[src/rtl/lightpen_matrix_scan_if.sv]
// Host-side bus of the light-pen matrix scanner: framebuffer writes, clear
// control and pen-hit reporting. The master is the screen state machine; the
// slave is the scan engine.
interface lightpen_matrix_scan_if #(
    parameter int ROWS = 8,
    parameter int COLS = 8
);
    localparam int RW = $clog2(ROWS);
    localparam int CW = $clog2(COLS);

    logic          wr_en;
    logic [RW-1:0] wr_row;
    logic [CW-1:0] wr_col;
    logic [1:0]    wr_color;
    logic          clear_i;
    logic          clr_busy;
    logic          hit_valid;
    logic [RW-1:0] hit_row;
    logic [CW-1:0] hit_col;

    modport master (
        output wr_en, wr_row, wr_col, wr_color, clear_i,
        input  clr_busy, hit_valid, hit_row, hit_col
    );

    modport slave (
        input  wr_en, wr_row, wr_col, wr_color, clear_i,
        output clr_busy, hit_valid, hit_row, hit_col
    );
endinterface

[src/rtl/lightpen_matrix_scan.sv]
// Scan engine for a ROWS x COLS red/green LED matrix. Holds a 2-bit-per-pixel
// framebuffer, scans it row by row in display mode, and in probe mode lights
// one pixel per sub-slot so a light pen can report which pixel it sees.
//
// Clear sequencer states:
//   state    | meaning
//   ST_IDLE  | framebuffer accepts host writes, clear_i starts a clear
//   ST_CLEAR | zeroing one row per cycle, host writes and clear_i dropped
module lightpen_matrix_scan #(
    parameter int ROWS  = 8,
    parameter int COLS  = 8,
    parameter int DWELL = 1000,
    parameter int BLANK = 3
) (
    input  logic                  clk,
    input  logic                  rst,
    input  logic                  mode_i,
    input  logic                  pen_i,
    lightpen_matrix_scan_if.slave bus,
    output logic [ROWS-1:0]       row_o,
    output logic [COLS-1:0]       col_r_o,
    output logic [COLS-1:0]       col_g_o,
    output logic                  frame_start
);
    localparam int RW = $clog2(ROWS);
    localparam int CW = $clog2(COLS);
    localparam int DW = $clog2(DWELL);

    localparam logic [RW:0] ROW_LIM = (RW+1)'(ROWS);
    localparam logic [CW:0] COL_LIM = (CW+1)'(COLS);

    localparam logic [0:0] ST_IDLE  = 1'b0;
    localparam logic [0:0] ST_CLEAR = 1'b1;

    logic [DW-1:0] dwell;
    logic [CW-1:0] c;
    logic [RW-1:0] r;
    logic          mode_q;

    logic [1:0]    fb [ROWS][COLS];
    logic [0:0]    clr_state;
    logic [RW-1:0] clr_row;

    logic          pen_m;
    logic          pen_s;
    logic          hit_flag;
    logic          hit_valid_q;
    logic [RW-1:0] hit_row_q;
    logic [CW-1:0] hit_col_q;

    logic [COLS-1:0] fb_r_row;
    logic [COLS-1:0] fb_g_row;

    logic dwell_wrap;
    logic c_wrap;
    logic r_wrap;
    logic frame_bound;
    logic mode_eff;
    logic in_blank;
    logic wr_ok;
    logic hit_take;

    assign dwell_wrap  = (dwell == DW'(DWELL - 1));
    assign c_wrap      = (c == CW'(COLS - 1));
    assign r_wrap      = (r == RW'(ROWS - 1));
    assign frame_bound = (r == '0) && (c == '0) && (dwell == '0);
    // The mode register loads on the frame boundary cycle, so the drive for that
    // very cycle already uses the incoming mode and lines up with frame_start.
    assign mode_eff    = frame_bound ? mode_i : mode_q;
    assign in_blank    = (dwell < DW'(BLANK));
    assign wr_ok       = bus.wr_en && !bus.clear_i && (clr_state == ST_IDLE) &&
                         ({1'b0, bus.wr_row} < ROW_LIM) && ({1'b0, bus.wr_col} < COL_LIM);
    assign hit_take    = mode_q && !in_blank && pen_s && !hit_flag;

    assign bus.clr_busy  = (clr_state == ST_CLEAR);
    assign bus.hit_valid = hit_valid_q;
    assign bus.hit_row   = hit_row_q;
    assign bus.hit_col   = hit_col_q;

    // Dwell / column / row scan counters.
    always_ff @(posedge clk) begin
        if (rst) begin
            dwell <= '0;
            c     <= '0;
            r     <= '0;
        end else if (dwell_wrap) begin
            dwell <= '0;
            if (c_wrap) begin
                c <= '0;
                r <= r_wrap ? '0 : r + 1'b1;
            end else begin
                c <= c + 1'b1;
            end
        end else begin
            dwell <= dwell + 1'b1;
        end
    end

    // Frame pulse and frame-aligned mode register.
    always_ff @(posedge clk) begin
        if (rst) begin
            mode_q      <= 1'b0;
            frame_start <= 1'b0;
        end else begin
            frame_start <= frame_bound;
            if (frame_bound) begin
                mode_q <= mode_i;
            end
        end
    end

    // Pick out the current row of the framebuffer as red and green column vectors.
    always_comb begin
        fb_r_row = '0;
        fb_g_row = '0;
        for (int k = 0; k < COLS; k++) begin
            fb_r_row[k] = fb[r][k][0];
            fb_g_row[k] = fb[r][k][1];
        end
    end

    // Registered pin drive; rows are never blanked, only columns.
    always_ff @(posedge clk) begin
        if (rst) begin
            row_o   <= '1;
            col_r_o <= '0;
            col_g_o <= '0;
        end else begin
            row_o <= ~(ROWS'(1) << r);
            if (mode_eff) begin
                col_r_o <= '0;
                col_g_o <= in_blank ? '0 : (COLS'(1) << c);
            end else if ((c == '0) && in_blank) begin
                col_r_o <= '0;
                col_g_o <= '0;
            end else begin
                col_r_o <= fb_r_row;
                col_g_o <= fb_g_row;
            end
        end
    end

    // Framebuffer storage with host writes and the row-per-cycle clear sequencer.
    always_ff @(posedge clk) begin
        if (rst) begin
            clr_state <= ST_IDLE;
            clr_row   <= '0;
            for (int i = 0; i < ROWS; i++) begin
                for (int k = 0; k < COLS; k++) begin
                    fb[i][k] <= 2'b00;
                end
            end
        end else begin
            case (clr_state)
                ST_IDLE: begin
                    if (bus.clear_i) begin
                        clr_state <= ST_CLEAR;
                        clr_row   <= '0;
                    end else if (wr_ok) begin
                        fb[bus.wr_row][bus.wr_col] <= bus.wr_color;
                    end
                end
                default: begin
                    for (int k = 0; k < COLS; k++) begin
                        fb[clr_row][k] <= 2'b00;
                    end
                    if (clr_row == RW'(ROWS - 1)) begin
                        clr_state <= ST_IDLE;
                        clr_row   <= '0;
                    end else begin
                        clr_row <= clr_row + 1'b1;
                    end
                end
            endcase
        end
    end

    // Pen synchroniser and one-hit-per-sub-slot capture.
    always_ff @(posedge clk) begin
        if (rst) begin
            pen_m       <= 1'b0;
            pen_s       <= 1'b0;
            hit_flag    <= 1'b0;
            hit_valid_q <= 1'b0;
            hit_row_q   <= '0;
            hit_col_q   <= '0;
        end else begin
            pen_m       <= pen_i;
            pen_s       <= pen_m;
            hit_valid_q <= hit_take;
            hit_flag    <= dwell_wrap ? 1'b0 : (hit_flag | hit_take);
            if (hit_take) begin
                hit_row_q <= r;
                hit_col_q <= c;
            end
        end
    end
endmodule

[src/flat_wrapper.sv]
// flat-port wrapper written by rule: the top's interface ports become plain ports
module lightpen_matrix_scan_flat 
#(
    parameter int ROWS  = 8,
    parameter int COLS  = 8,
    parameter int DWELL = 1000,
    parameter int BLANK = 3
)
  (clk, rst, mode_i, pen_i, row_o, col_r_o, col_g_o, frame_start, bus_wr_en, bus_wr_row, bus_wr_col, bus_wr_color, bus_clear_i, bus_clr_busy, bus_hit_valid, bus_hit_row, bus_hit_col);
  lightpen_matrix_scan_if #(.ROWS(ROWS), .COLS(COLS)) bus_i ();
  input  logic clk;
  input  logic rst;
  input  logic mode_i;
  input  logic pen_i;
  output logic [ROWS-1:0] row_o;
  output logic [COLS-1:0] col_r_o;
  output logic [COLS-1:0] col_g_o;
  output logic frame_start;
  input wire logic [$bits(bus_i.wr_en)-1:0] bus_wr_en;
  input wire logic [$bits(bus_i.wr_row)-1:0] bus_wr_row;
  input wire logic [$bits(bus_i.wr_col)-1:0] bus_wr_col;
  input wire logic [$bits(bus_i.wr_color)-1:0] bus_wr_color;
  input wire logic [$bits(bus_i.clear_i)-1:0] bus_clear_i;
  output wire logic [$bits(bus_i.clr_busy)-1:0] bus_clr_busy;
  output wire logic [$bits(bus_i.hit_valid)-1:0] bus_hit_valid;
  output wire logic [$bits(bus_i.hit_row)-1:0] bus_hit_row;
  output wire logic [$bits(bus_i.hit_col)-1:0] bus_hit_col;
  assign bus_i.wr_en = bus_wr_en;
  assign bus_i.wr_row = bus_wr_row;
  assign bus_i.wr_col = bus_wr_col;
  assign bus_i.wr_color = bus_wr_color;
  assign bus_i.clear_i = bus_clear_i;
  assign bus_clr_busy = bus_i.clr_busy;
  assign bus_hit_valid = bus_i.hit_valid;
  assign bus_hit_row = bus_i.hit_row;
  assign bus_hit_col = bus_i.hit_col;
  lightpen_matrix_scan #(.ROWS(ROWS), .COLS(COLS), .DWELL(DWELL), .BLANK(BLANK)) u_core (.clk(clk), .rst(rst), .mode_i(mode_i), .pen_i(pen_i), .bus(bus_i), .row_o(row_o), .col_r_o(col_r_o), .col_g_o(col_g_o), .frame_start(frame_start));
endmodule
[config.mk]
export PLATFORM = sky130hd
export DESIGN_NAME = lightpen_matrix_scan_flat
export DESIGN_NICKNAME = d
export VERILOG_FILES = /design/src/rtl/lightpen_matrix_scan_if.sv /design/src/rtl/lightpen_matrix_scan.sv /design/src/flat_wrapper.sv
export SDC_FILE = /design/constraint.sdc
export NUM_CORES = 1
export LEC_CHECK = 0
export CAP_MARGIN = 15
export CORE_MARGIN = 3
export CORE_UTILIZATION = 59
export DETAILED_ROUTE_END_ITERATION = 16
export PLACE_DENSITY = 0.79
export SYNTH_ARGS = -nofsm -noshare
export SYNTH_HDL_FRONTEND = slang
export SYNTH_SLANG_ARGS = --single-unit
[constraint.sdc]
create_clock -name clk -period 2.6 [get_ports clk]
set_input_delay 0.39 -clock clk [delete_from_list [all_inputs] [get_ports clk]]
set_output_delay 0.39 -clock clk [all_outputs]
set_load 0.02 [all_outputs]
# After elaboration in Yosys (flattened, before gate mapping)
# Memory sizes are Yosys's and may differ from the RTL's. A register that Yosys moved wholly into a read port is not among the register bits.
# Index checks and enable logic that the tools add are counted.
# W data, S select, Z words.
dict set report word_totals {
  ram_bits 128
  out_inout_bits 33
  register_bits 56
  elab_cells 87
  in_bits 14
  mem_count 1
}
dict set report classes {
  n_reduce_logical 21
  n_eq_ne 4
  n_shift 2
  n_bitwise 4
  n_addsub 4
  mux 32
  magnitude_cmp 3
}
# memory depth word_bits rd rd_clocked_by_memory_dff wr line_no
set memory_table {}
lappend memory_table {u_core.fb 8 16 1 1 8 lightpen_matrix_scan.sv:40} ;# logic [1:0] fb [ROWS][COLS];
# op count
set ops {}
lappend ops {{$mux W16} 5}
lappend ops {{$reduce_or A16 Y1} 2}
lappend ops {{$mux W3} 9}
lappend ops {{$mux W8} 3}
lappend ops {{$shl A1 B3 Y8 const A} 2}
lappend ops {{$mux W1} 13}
lappend ops {{$add A10 B1 Y10 const B} 1}
lappend ops {{$eq A10 B10 Y1 const B} 1}
lappend ops {{$logic_not A10 Y1} 1}
lappend ops {{$lt A10 B2 Y1 const B} 1}
lappend ops {{$add A3 B1 Y3 const B} 3}
lappend ops {{$eq A3 B3 Y1 const B} 3}
lappend ops {{$logic_and A1 B1 Y1} 9}
lappend ops {{$not A8 Y8} 1}
lappend ops {{$demux W2 S3} 1}
lappend ops {{$logic_not A3 Y1} 2}
lappend ops {{$ge A4 B4 Y1 const B} 1}
lappend ops {{$lt A4 B1 Y1 const B} 1}
lappend ops {{$not A3 Y4} 1}
lappend ops {{$logic_not A1 Y1} 3}
lappend ops {{$reduce_or A3 Y1} 1}
lappend ops {{$mux W2} 1}
lappend ops {{$reduce_and A2 Y1} 1}
lappend ops {{$reduce_bool A2 Y1} 1}
lappend ops {{other kinds (3)} 3}

# Longest topological paths before layout
# Gate-level depths: netlist of the first run.
dict set report logic_depth {
  depth_word 11
  mapped_depth 8
  mapped_depth_nobuf 6
}

# Worst setup path before layout of the first run
# No wires, ideal clock.
dict set report synth_path {
  path_type {register to register}
  from {register u_core.clr_state (netlist: u_core.bus.clr_busy)}
  to {memory u_core.fb[1][2] in the netlist's numbering (enable)}
  synth_period_minus_slack_ns 2.111
  setup_ns 0.316
  slack_ns 0.489
  arrival_ns 1.795
  stages_incl_launch_ff 9
  required_ns 2.284
  n_path_buf 4
  path_cell_list {dfxtp_1 > buf_2 > nand2b_1 > buf_2 > mux2i_1 > or2_2 > clkbuf_1 > buf_2 > o21bai_1}
}
# element line_no
set synth_rtl {}
lappend synth_rtl {{from (decl)} lightpen_matrix_scan.sv:41} ;# logic [0:0] clr_state;
lappend synth_rtl {{from (signal assigned)} lightpen_matrix_scan.sv:146} ;# clr_state <= ST_IDLE;
lappend synth_rtl {{from (signal assigned)} lightpen_matrix_scan.sv:157} ;# clr_state <= ST_CLEAR;
lappend synth_rtl {{from (signal assigned)} lightpen_matrix_scan.sv:168} ;# clr_state <= ST_IDLE;
lappend synth_rtl {{to (decl)} lightpen_matrix_scan.sv:40}

==> results of run 1 <==
-- worst paths after layout --
path                                    to  slack, ns
max          u_core.fb[4][1]$_SDFFCE_PN0P_       0.24
min           u_core.col_g_o[0]$_SDFF_PP0_       0.40
max reg2reg  u_core.fb[4][1]$_SDFFCE_PN0P_       0.24
min reg2reg        u_core.pen_s$_SDFF_PP0_       0.46
-- flip-flops by register name, indices dropped and copies added (netlist names), named ones only --
register / count
u_core.r: 3
u_core.bus.hit_col: 3
u_core.col_g_o: 8
u_core.row_o: 8
u_core.col_r_o: 8
u_core.hit_flag: 1
u_core.c: 3
u_core.frame_start: 1
u_core.bus.hit_valid: 1
u_core.dwell: 10
u_core.pen_m: 1
u_core.bus.clr_busy: 1
u_core.clr_row: 3
u_core.fb: 128
u_core.bus.hit_row: 3
u_core.pen_s: 1
u_core.mode_q: 1
-- cell usage in the layout (no fill, tap or decap), types with 4 or more instances in the layout --
| master | count |
|---|---|
| nor2_1 | 176 |
| edfxtp_1 | 128 |
| o21bai_1 | 64 |
| dfxtp_1 | 58 |
| clkdlybuf4s50_1 | 45 |
| mux4_2 | 32 |
| buf_4 | 25 |
| nand2_1 | 22 |
| mux2i_1 | 19 |
| nor2b_1 | 18 |
| clkbuf_16 | 18 |
| inv_1 | 16 |
| ha_1 | 16 |
| a21oi_1 | 15 |
| nand3_1 | 14 |
| nand4_1 | 11 |
| nand2b_1 | 10 |
| and2_1 | 9 |
| inv_6 | 7 |
| o32ai_1 | 5 |
| xnor2_1 | 5 |
| a31oi_1 | 4 |
| mux2_2 | 4 |
| nor3b_1 | 4 |
-- power groups by stage --
stage / logic, mW / clock network, mW / registers [mW]
final: 0.416 / 2.47 / 3.31
after floorplan: 0.265 / 0 / 3.37
after CTS: 0.413 / 2.49 / 3.31
after global placement: 0.396 / 0 / 3.37
after global routing: 0.450 / 2.63 / 3.32
after detailed placement: 0.411 / 0 / 3.38
-- worst max-delay path, stage by stage (launching register included) --
cell	delay, ns
dfxtp_1	0.52
nor4b_1	0.11
buf_4	0.16
and2_1	0.22
a31oi_1	0.80
o21bai_1	0.26
-- logic make-up (layout without fill, tap and decap cells) --
logic type                 count (synthesis)  count (layout)  synth area share [%]
xor gates and xnor gates                   8               8                 0.813
muxes                                     55              55                  11.1
AOI/OAI and AO/OA                         95              95                  7.90
and+or+nand+nor                          290             290                  16.1
buffers and inverters                     69             122                  3.43
adders and majority gates                 16              16                  2.32
DFF                                      187             187                  58.3
-- layer usage --
layer  vias up  routed length, microns  global-route usage, %
met5         -                       0                      0
met1      2876                    7420                   31.5
met4         0                     401                   7.89
met3        40                    1590                   6.40
met2       275                    9510                   41.3
li1       2660                       -                      -
-- layout make-up --
class / instances / area, sq um / area share, %
sequential: 187 / 5030 / 50.9
multi-input combinational: 464 / 3290 / 33.4
timing repair buffer: 74 / 703 / 7.12
clock buffer: 19 / 464 / 4.70
tap: 180 / 225 / 2.28
clock inverter: 13 / 100 / 1.01
inverter: 16 / 60.1 / 0.608
-- through the flow --
stage / TNS, ns / cells / hold slack [ns] / setup WS [ns] / power, mW
floorplan: 0 / 720 / 0.414 / 0.489 / 3.63
global placement: 0 / 921 / 0.447 / 0.0689 / 3.76
detailed placement: -0.349 / 921 / 0.437 / -0.0659 / 3.79
CTS: 0 / 953 / 0.377 / 0.187 / 6.22
global route: 0 / 953 / 0.400 / 0.0472 / 6.39
finish: 0 / 953 / 0.398 / 0.244 / 6.20
==> out/metrics.yaml, run 1 <==
run_status: "finished, final reports clean"
report.final.slew_viol_count: 0
vias_per_instance: 6.14
cp-end-kind: "register"
clkLatencyLatePin_ns: 0.43
utilization_pct: 70.0
worstPathArrival_ns: 2.49
routabilityCongestion: 0.855
critical_path_class: "register to register"
fillers: 991
critical_path.startpoint: "u_core.bus.clr_busy$_SDFF_PP0_"
final_nets: 790
layout_worst_path_cycle_share_pct: 90.6
fp.dieArea_sq_um: 16100
worst-slew-pin-transition_ns: 1.02
clock_tree.buffer_depth: 2
grt_pass1_wl_mm: 30.5
numCtsBuffers: 17
worst-r2r-cell-count: 5
commonest_cells_in_the_netlist: "nor2_1 (176), edfxtp_1 (128), o21bai_1 (64)"
hold_path.startpoint: "rst"
static_power_due_to_leakage_nw: 3.35
clkTransAtPathRegs_ns: 0.07
comb_pwr_share_pct: 6.7
postSynthRegisterBits: 187
post-synth-top-area-cell: "edfxtp_1"
fmax_mhz: 424
avgSynthCellArea_sq_um: 12.0
antenna_found_initial: 0
grt_pass1_vias: 5901
synth-edff-count: 128
root_buffer: "clkbuf_16"
crit_path_max_fanout: 12
drc_violations: 0
htree_num_levels: 4
cts_tree: "done"
sequential_share_of_power_pct: 53.4
cellInternalPower_mw: 4.75
timing.max_cap.violations: 0
synth_largest_type_area_fraction_pct: 44.6
rsz_0062_raised_after_global_routing: "false"
cts.sinks: 187
start_util_pct: 61.1
irDropWorstVdd_uv: 480
report.final.hold_viol_count: 0
grt_util_all_layers_pct: 24.6
drive_above_1_share_pct: 14.4
clockPowerShare_pct: 39.9
num_io_pins: 47
grt_max_degree: 74
fp.dieH_microns: 127
setup_viol_count_final: 0
die_w_microns: 127
netlist_top_cells_area: "edfxtp_1 (45%), dfxtp_1 (14%), mux4_2 (8.4%)"
crit_path_start_kind: "register"
syn2layout_area_growth_pct: 14.6
drt_first_pass_iters: 5
post-route-cell-area_sq_um: 9870
synth_cells: 720
slew-limit-headroom_pct: 31.9
synth_cell_types: 43
timing.hold.worst_path_depth: 4
syn-cell-area_sq_um: 8610
ctsResizeCount: 0
num_rows: 43
net_sw_power_mw: 1.44
synthesis.yosys.warnings: 0
regToRegStartpoint: "u_core.bus.clr_busy$_SDFF_PP0_"
dp_hpwl_mm: 12.9
cellPowerDensity_nw_per_um2: 628
power_switching_share_pct: 23.3
postSynthNetCount: 750
critPathRequiredTime_ns: 2.74
finalWirelength_mm: 18.9
postCtsSetupBuffers: 0
grt_overflow_total: 0
routed-via-count: 5851
ant_nets: 0
place.port_buffers: 46
core_region_area_sq_um: 14100
async_reset_ff_share_pct: 0
synth-main-ff-cell: "edfxtp_1"
clock_skew_ns: 0.0133
sequential_share_of_the_synthesized_area_pct: 58.3
mean_routed_wirelength_per_cell_microns: 19.8
first_iter_violations: 831
synth_most_common_cell: "nor2_1"
insertedDiodeCount: 0
ctsHoldBuffers: 0
timing.hold.worst.class: "primary input to register"
post-route-min-period_ns: 2.36
placement.cell_area_sq_um: 9310
(Power assumes the default switching activity.)
==> run 2, diff against run 1 <==
Settings changed: CORE_MARGIN 3 to 10, CORE_UTILIZATION 59 to 54, PLACE_DENSITY 0.79 to 0.76, SKIP_CTS_REPAIR_TIMING set to 1.
Clock period 2.6 ns to 2.1 ns, I/O delays scaled along.
==> run 2 against run 1 <==
Effect of this change:
- via count rose by 1.1%
- sequential cell count did not move
- wire length rose by 6.5%
- register-to-register slack got worse by 0.20 ns
- clock-buffer cell count fell by 2
- critical path type unchanged
- largest power group unchanged
- highest routed layer unchanged
==> out/metrics.yaml, run 2 (synthesis gave the netlist of run 1 again) <==
timing.hold.worst.class: "primary input to register"
largest-register: "u_core.fb"
clock_skew_ns: 0.00917  # -0.00418 ns
power_switching_share_pct: 22.1  # -1.2 points
timing.max_cap.violations: 0  # unchanged
final_nets: 825  # +4.4%
whs_endpoint: "u_core.clr_row[1]$_SDFFE_PP0P_"
sequential_share_of_power_pct: 52.0  # -1.4 points
numCtsBuffers: 17  # unchanged
grt_overflow_total: 0  # unchanged
hold_path.startpoint: "rst"
worst-slew-pin-transition_ns: 0.884  # -0.133 ns
ant_nets: 0  # unchanged
syn2layout_area_growth_pct: 20.1
insertedDiodeCount: 0  # unchanged
cp_slowest_cell: "a21oi_1"
max_reg_flops: 128  # unchanged
post-route-cell-area_sq_um: 10300  # +4.8%
cellPowerDensity_nw_per_um2: 761  # +21%
irDropWorstVdd_uv: 612  # +27%
utilization_pct: 65.6  # -4.4 points
run_status: "finished, final reports clean"
critPathRequiredTime_ns: 2.28  # -0.46 ns
root_buffer: "clkbuf_16"
first_iter_violations: 534  # -36%
report.final.slew_viol_count: 0  # unchanged
worst-r2r-cell-count: 6  # +1
net_sw_power_mw: 1.74  # +20%
report.final.hold_viol_count: 0  # unchanged
static_power_due_to_leakage_nw: 3.57  # +6.4%
crit_path_start_kind: "register"
regToRegStartpoint: "u_core.bus.clr_busy$_SDFF_PP0_"
routed-wl-met3_mm: 1.24  # -22%
seqCellArea_sq_um: 5020  # about the same
fp.dieArea_sq_um: 21400  # +33%
drive_above_1_share_pct: 18.9  # +4.6 points
cellInternalPower_mw: 6.14  # +29%
cp-end-kind: "register"
clockPowerShare_pct: 40.6  # +0.7 points
crit_path_max_fanout: 10  # -2
comb_pwr_share_pct: 7.4  # +0.7 points
die_w_microns: 146  # +15%
layout_worst_path_cycle_share_pct: 97.8  # +7.2 points
mean_routed_wirelength_per_cell_microns: 19.7  # -0.89%
htree_num_levels: 4  # unchanged
most_used_cells_in_the_layout_excluding_fill_and_tap_cells: "nor2_1 (176), edfxtp_1 (128), dfxtp_1 (59)"
total_power_mw: 7.87  # +27%
cts.sinks: 187  # unchanged
antenna_found_initial: 0  # unchanged
dp_hpwl_mm: 13.5  # +5.0%
dr.max_layer_used: "met4"
clock_tree.buffer_depth: 2  # unchanged
fillers: 1183  # +19%
setup_viol_count_final: 0  # unchanged
slew-limit-headroom_pct: 41.1  # +9.2 points
routed-via-count: 5915  # +1.1%
core_region_area_sq_um: 15800  # +12%
cpLargestDelayFamily: "compound AO/OA/AOI/OAI gates"
place.port_buffers: 46  # unchanged
num_io_pins: 47  # unchanged
grt_pass1_wl_mm: 31.9  # +4.6%
drt_first_pass_iters: 5  # unchanged
rsz_0062_raised_after_global_routing: "true"
fp.dieH_microns: 146  # +15%
routed-wl-met2_mm: 10.5  # +10%
layout_commonest_cell: "nor2_1"
worst-r2r-setup-slack_ns: 0.05  # -0.20 ns
worstPathArrival_ns: 2.23  # -0.26 ns
wl_met1_mm: 7.92  # +6.8%
crit_chain: "buf_4 -> nor2b_1 -> buf_4 -> a21oi_1 -> buf_4 -> nor2_1"
worstPathBufferInverterCount: 3  # +2
cts_tree: "done"
clkLatencyLatePin_ns: 0.44  # about the same
clkTransAtPathRegs_ns: 0.07  # about the same
reg_top3: "u_core.fb: 128 flops, u_core.dwell: 10 flops"
post-route-min-period_ns: 2.05  # -0.302 ns
critical_path.most_common_cell: "buf_4"
timing.critical_path.slowest_cell_delay_ns: 0.69  # -0.11 ns
vias_per_instance: 5.78  # -5.9%
multiInputGateArea_sq_um: 3340  # +1.5%
routabilityCongestion: 0.896  # +4.8%
crit-reg2reg-capture: "u_core.fb[5][12]$_SDFFCE_PN0P_"
placement.cell_area_sq_um: 9720  # +4.4%
num_rows: 46  # +7.0%
drc_violations: 0  # unchanged
start_util_pct: 54.6  # -6.5 points
grt_max_degree: 43  # -42%
fmax_mhz: 487  # +15%
finalWirelength_mm: 20.1  # +6.5%
timing.hold.worst_path_depth: 3  # -1
grt_pass1_vias: 6000  # +1.7%
critical_path_class: "register to register"
grt_util_all_layers_pct: 18.9  # -5.7 points
run 2: cell types whose count changed in the layout (fill, tap and decap cells not counted), moves of 5 or more:
cell / previous run / this run
buf_4: 25 / 52
buf_12: 3 / 11
o21bai_1: 64 / 56
o21bai_2: 0 / 8
inv_6: 7 / 0
clkinv_1: 0 / 5
run 2: through the flow:
step | setup TNS, ns | hold WS, ns | std cells | setup WS, ns
finish | 0 | 0.393 | 1024 | 0.0460
detailed placement | -43.95 | 0.436 | 992 | -0.375
floorplan | 0 | 0.414 | 720 | 0.0179
global route | -0.572 | 0.404 | 1024 | -0.0422
global placement | -34.60 | 0.432 | 992 | -0.303
CTS | 0 | 0.386 | 1024 | 0.00243
run 2: worst max-delay path by stage:
stage / slack [ns] / depth (start not counted) / to / startpoint
after floorplan: 0.02 / 8 / u_core.fb[1][2]$_SDFFCE_PN0P_ / u_core.bus.clr_busy$_SDFF_PP0_
after detailed placement: -0.37 / 6 / u_core.fb[7][4]$_SDFFCE_PN0P_ / bus_clear_i
after global routing: -0.04 / 5 / u_core.fb[0][12]$_SDFFCE_PN0P_ / u_core.bus.clr_busy$_SDFF_PP0_
final: 0.05 / 6 / u_core.fb[5][12]$_SDFFCE_PN0P_ / u_core.bus.clr_busy$_SDFF_PP0_
after CTS: 0.002 / 5 / u_core.fb[2][13]$_SDFFCE_PN0P_ / u_core.bus.clr_busy$_SDFF_PP0_
after global placement: -0.30 / 6 / u_core.fb[1][5]$_SDFFCE_PN0P_ / bus_wr_en
run 2: worst min-delay path, cell delays in order:
cell and delay [ns]:
buf_2 0.12, buf_4 0.22, nor2_1 0.12
run 2: final cells by class:
cell class / count / area share [%]
clock buffer: 17 / 4.11
clock inverter: 15 / 1.51
inverter: 16 / 0.580
multi-input combinational: 464 / 32.3
sequential: 187 / 48.6
tap: 216 / 2.61
timing repair buffer: 109 / 10.3
run 2: metal layers:
layer  vias to the layer above  track usage, %
li1                       2722               -
met1                      2930            22.3
met2                       227            33.2
met3                        36            3.74
met4                         0            7.51
met5                         -               0
run 2: power by group through the flow:
stage                     clock network, mW  registers (mW)  logic (mW)
after floorplan                           0            4.17       0.330
after global placement                    0            4.17       0.544
after detailed placement                  0            4.18       0.565
after CTS                              3.23            4.10       0.569
after global routing                   3.38            4.11       0.628
final                                  3.19            4.10       0.583
==> run 3, diff against run 2 <==
Settings changed: PLACE_DENSITY 0.76 to 0.84.
==> run 3 against run 2 <==
Effect of this change:
- the flow now finishes with violations (negative setup slack)
- utilization barely moved
- clock skew fell by 0.0045 ns
- sequential share of layout area barely moved
- cell count fell by 0.20%
- clock power fell by 6.9%
- first-iteration DRC count fell by 3.4%
- design area barely moved
- worst setup slack got worse by 0.049 ns
- wire length fell by 1.4%
- largest cell class unchanged
==> out/metrics.yaml, run 3 (synthesis gave the netlist of run 1 again) <==
most_used_cells_in_the_layout_excluding_fill_and_tap_cells: "nor2_1 (176), edfxtp_1 (128), dfxtp_1 (58)"
comb_pwr_share_pct: 7.7  # +0.3 points
num_rows: 46  # unchanged
vias_per_instance: 5.85  # +1.2%
clkTransAtPathRegs_ns: 0.06  # about the same
num_io_pins: 47  # unchanged
final.setup.worst_slack_ns: -0.00327  # -0.0492 ns
critPathRequiredTime_ns: 2.29  # about the same
reg_top3: "u_core.fb: 128 flops, u_core.dwell: 10 flops"
crit-reg2reg-capture: "u_core.fb[3][5]$_SDFFCE_PN0P_"
timing.critical_path.to: "u_core.fb[3][5]$_SDFFCE_PN0P_"
first_iter_violations: 516  # -3.4%
worst-r2r-cell-count: 7  # +1
regToRegStartpoint: "u_core.bus.clr_busy$_SDFF_PP0_"
place.port_buffers: 46  # unchanged
net_sw_power_mw: 1.73  # -0.39%
crit_path_start_kind: "primary input"
placement.setup.worst_slack_ns: -0.376  # -0.000949 ns
grt_util_all_layers_pct: 18.3  # -0.60 points
clockPowerShare_pct: 38.8  # -1.8 points
violations: "negative setup slack"
fp.dieH_microns: 146  # unchanged
layout_worst_path_cycle_share_pct: 100  # +2.3 points
run_status: "finished, violations left"
cellPowerDensity_nw_per_um2: 740  # -2.8%
critical_path_class: "primary input to register"
max_reg_flops: 128  # unchanged
worst-slew-pin-transition_ns: 0.809  # -0.0744 ns
static_power_due_to_leakage_nw: 3.56  # -0.37%
grt_max_degree: 66  # +53%
post-route-min-period_ns: 2.10  # +0.0492 ns
setup_viol_count_final: 6  # +6
antenna_found_initial: 0  # unchanged
insertedDiodeCount: 0  # unchanged
htree_num_levels: 4  # unchanged
numCtsBuffers: 17  # unchanged
cellInternalPower_mw: 5.93  # -3.4%
worstPathArrival_ns: 2.29  # +0.06 ns
grt_overflow_total: 0  # unchanged
drive_above_1_share_pct: 19.7  # +0.79 points
largest-register: "u_core.fb"
die_w_microns: 146  # unchanged
syn2layout_area_growth_pct: 20.1  # about the same
report.final.slew_viol_count: 0  # unchanged
final-instance-count-excl-fill: 1022  # -0.20%
fmax_mhz: 475  # -2.3%
cp-end-kind: "register"
finalWirelength_mm: 19.9  # -1.4%
clock_skew_ns: 0.00463  # -0.00454 ns
slew-limit-headroom_pct: 46.0  # +5.0 points
routabilityCongestion: 0.873  # -2.5%
dp_hpwl_mm: 13.4  # -0.63%
sequential_share_of_power_pct: 53.5  # +1.5 points
rsz_0062_raised_after_global_routing: "true"
drt_first_pass_iters: 5  # unchanged
crit_path_max_fanout: 12  # +2
mean_routed_wirelength_per_cell_microns: 19.4  # -1.2%
start_util_pct: 54.6  # unchanged
critical_path.startpoint: "bus_wr_en"
fp.dieArea_sq_um: 21400  # unchanged
cts_tree: "done"
cts.sinks: 187  # unchanged
ant_nets: 0  # unchanged
numPlacedInstances: 990  # -0.20%
layout_commonest_cell: "nor2_1"
drc_violations: 0  # unchanged
clock_tree.buffer_depth: 2  # unchanged
core_region_area_sq_um: 15800  # unchanged
timing.max_cap.violations: 0  # unchanged
grt_pass1_vias: 6069  # +1.2%
irDropWorstVdd_uv: 573  # -6.5%
routed-via-count: 5975  # +1.0%
report.final.hold_viol_count: 0  # unchanged
final_nets: 823  # -0.24%
timing.hold.worst.class: "primary input to register"
grt_pass1_wl_mm: 31.2  # -2.0%
root_buffer: "clkbuf_16"
clkLatencyLatePin_ns: 0.43  # about the same
worst-r2r-setup-slack_ns: 0.05  # about the same
power_switching_share_pct: 22.6  # +0.54 points
## run 3: per-stage QoR
step / util [%] / total power [mW] / cell area (sq um) / setup TNS [ns] / hold slack (ns)
6_report: 65.6 / 7.66 / 10300 / -0.00988 / 0.362
5_1_grt: 65.6 / 7.88 / 10300 / -2.93 / 0.359
4_1_cts: 64.9 / 7.65 / 10200 / -2.21 / 0.324
3_5_place_dp: 61.5 / 4.74 / 9700 / -43.06 / 0.457
3_3_place_gp: 61.5 / 4.71 / 9700 / -33.09 / 0.427
2_1_floorplan: - / 4.50 / 8620 / 0 / 0.414
## run 3: how the worst min path moves through the flow
| stage | endpoint | slack, ns | cells after the start | startpoint |
|---|---|---|---|---|
| floorplan | u_core.pen_s$_SDFF_PP0_ | 0.41 | 1 | u_core.pen_m$_SDFF_PP0_ |
| global placement | u_core.pen_s$_SDFF_PP0_ | 0.43 | 1 | u_core.pen_m$_SDFF_PP0_ |
| detailed placement | u_core.pen_s$_SDFF_PP0_ | 0.46 | 1 | u_core.pen_m$_SDFF_PP0_ |
| CTS | u_core.col_g_o[0]$_SDFF_PP0_ | 0.32 | 5 | rst |
| global route | u_core.col_g_o[0]$_SDFF_PP0_ | 0.36 | 5 | rst |
| finish | u_core.col_g_o[0]$_SDFF_PP0_ | 0.36 | 5 | rst |
## run 3: area by class of cell
| cell class | count | area, sq um |
|---|---|---|
| Clock buffer | 21 | 440 |
| Clock inverter | 11 | 97.6 |
| Fill cell | 1130 | 5420 |
| Inverter | 16 | 60.1 |
| Multi-Input combinational cell | 464 | 3400 |
| Sequential cell | 187 | 5030 |
| Tap cell | 216 | 270 |
| Timing Repair Buffer | 107 | 1050 |
## run 3: routing by layer
layer | part of all wire [%] | track usage (%)
met1 | 38 | 20.6
met2 | 53 | 32.7
met3 | 6.7 | 4.42
met4 | 2.1 | 7.21
met5 | 0 | 0
## run 3: power by group through the flow
stage               Sequential (mW)  Combinational (mW)  Clock, mW
detailed placement             4.18               0.564          0
global placement               4.17               0.541          0
finish                         4.10               0.592       2.97
floorplan                      4.17               0.330          0
global route                   4.11               0.633       3.14
CTS                            4.10               0.568       2.99
## run 3: critical path, stage by stage
cell and delay (ns):
clkdlybuf4s50_1 0.42, nor4b_2 0.18, buf_4 0.15, and2_1 0.18, buf_12 0.14, a21oi_1 0.62, buf_4 0.23, nor2_1 0.04
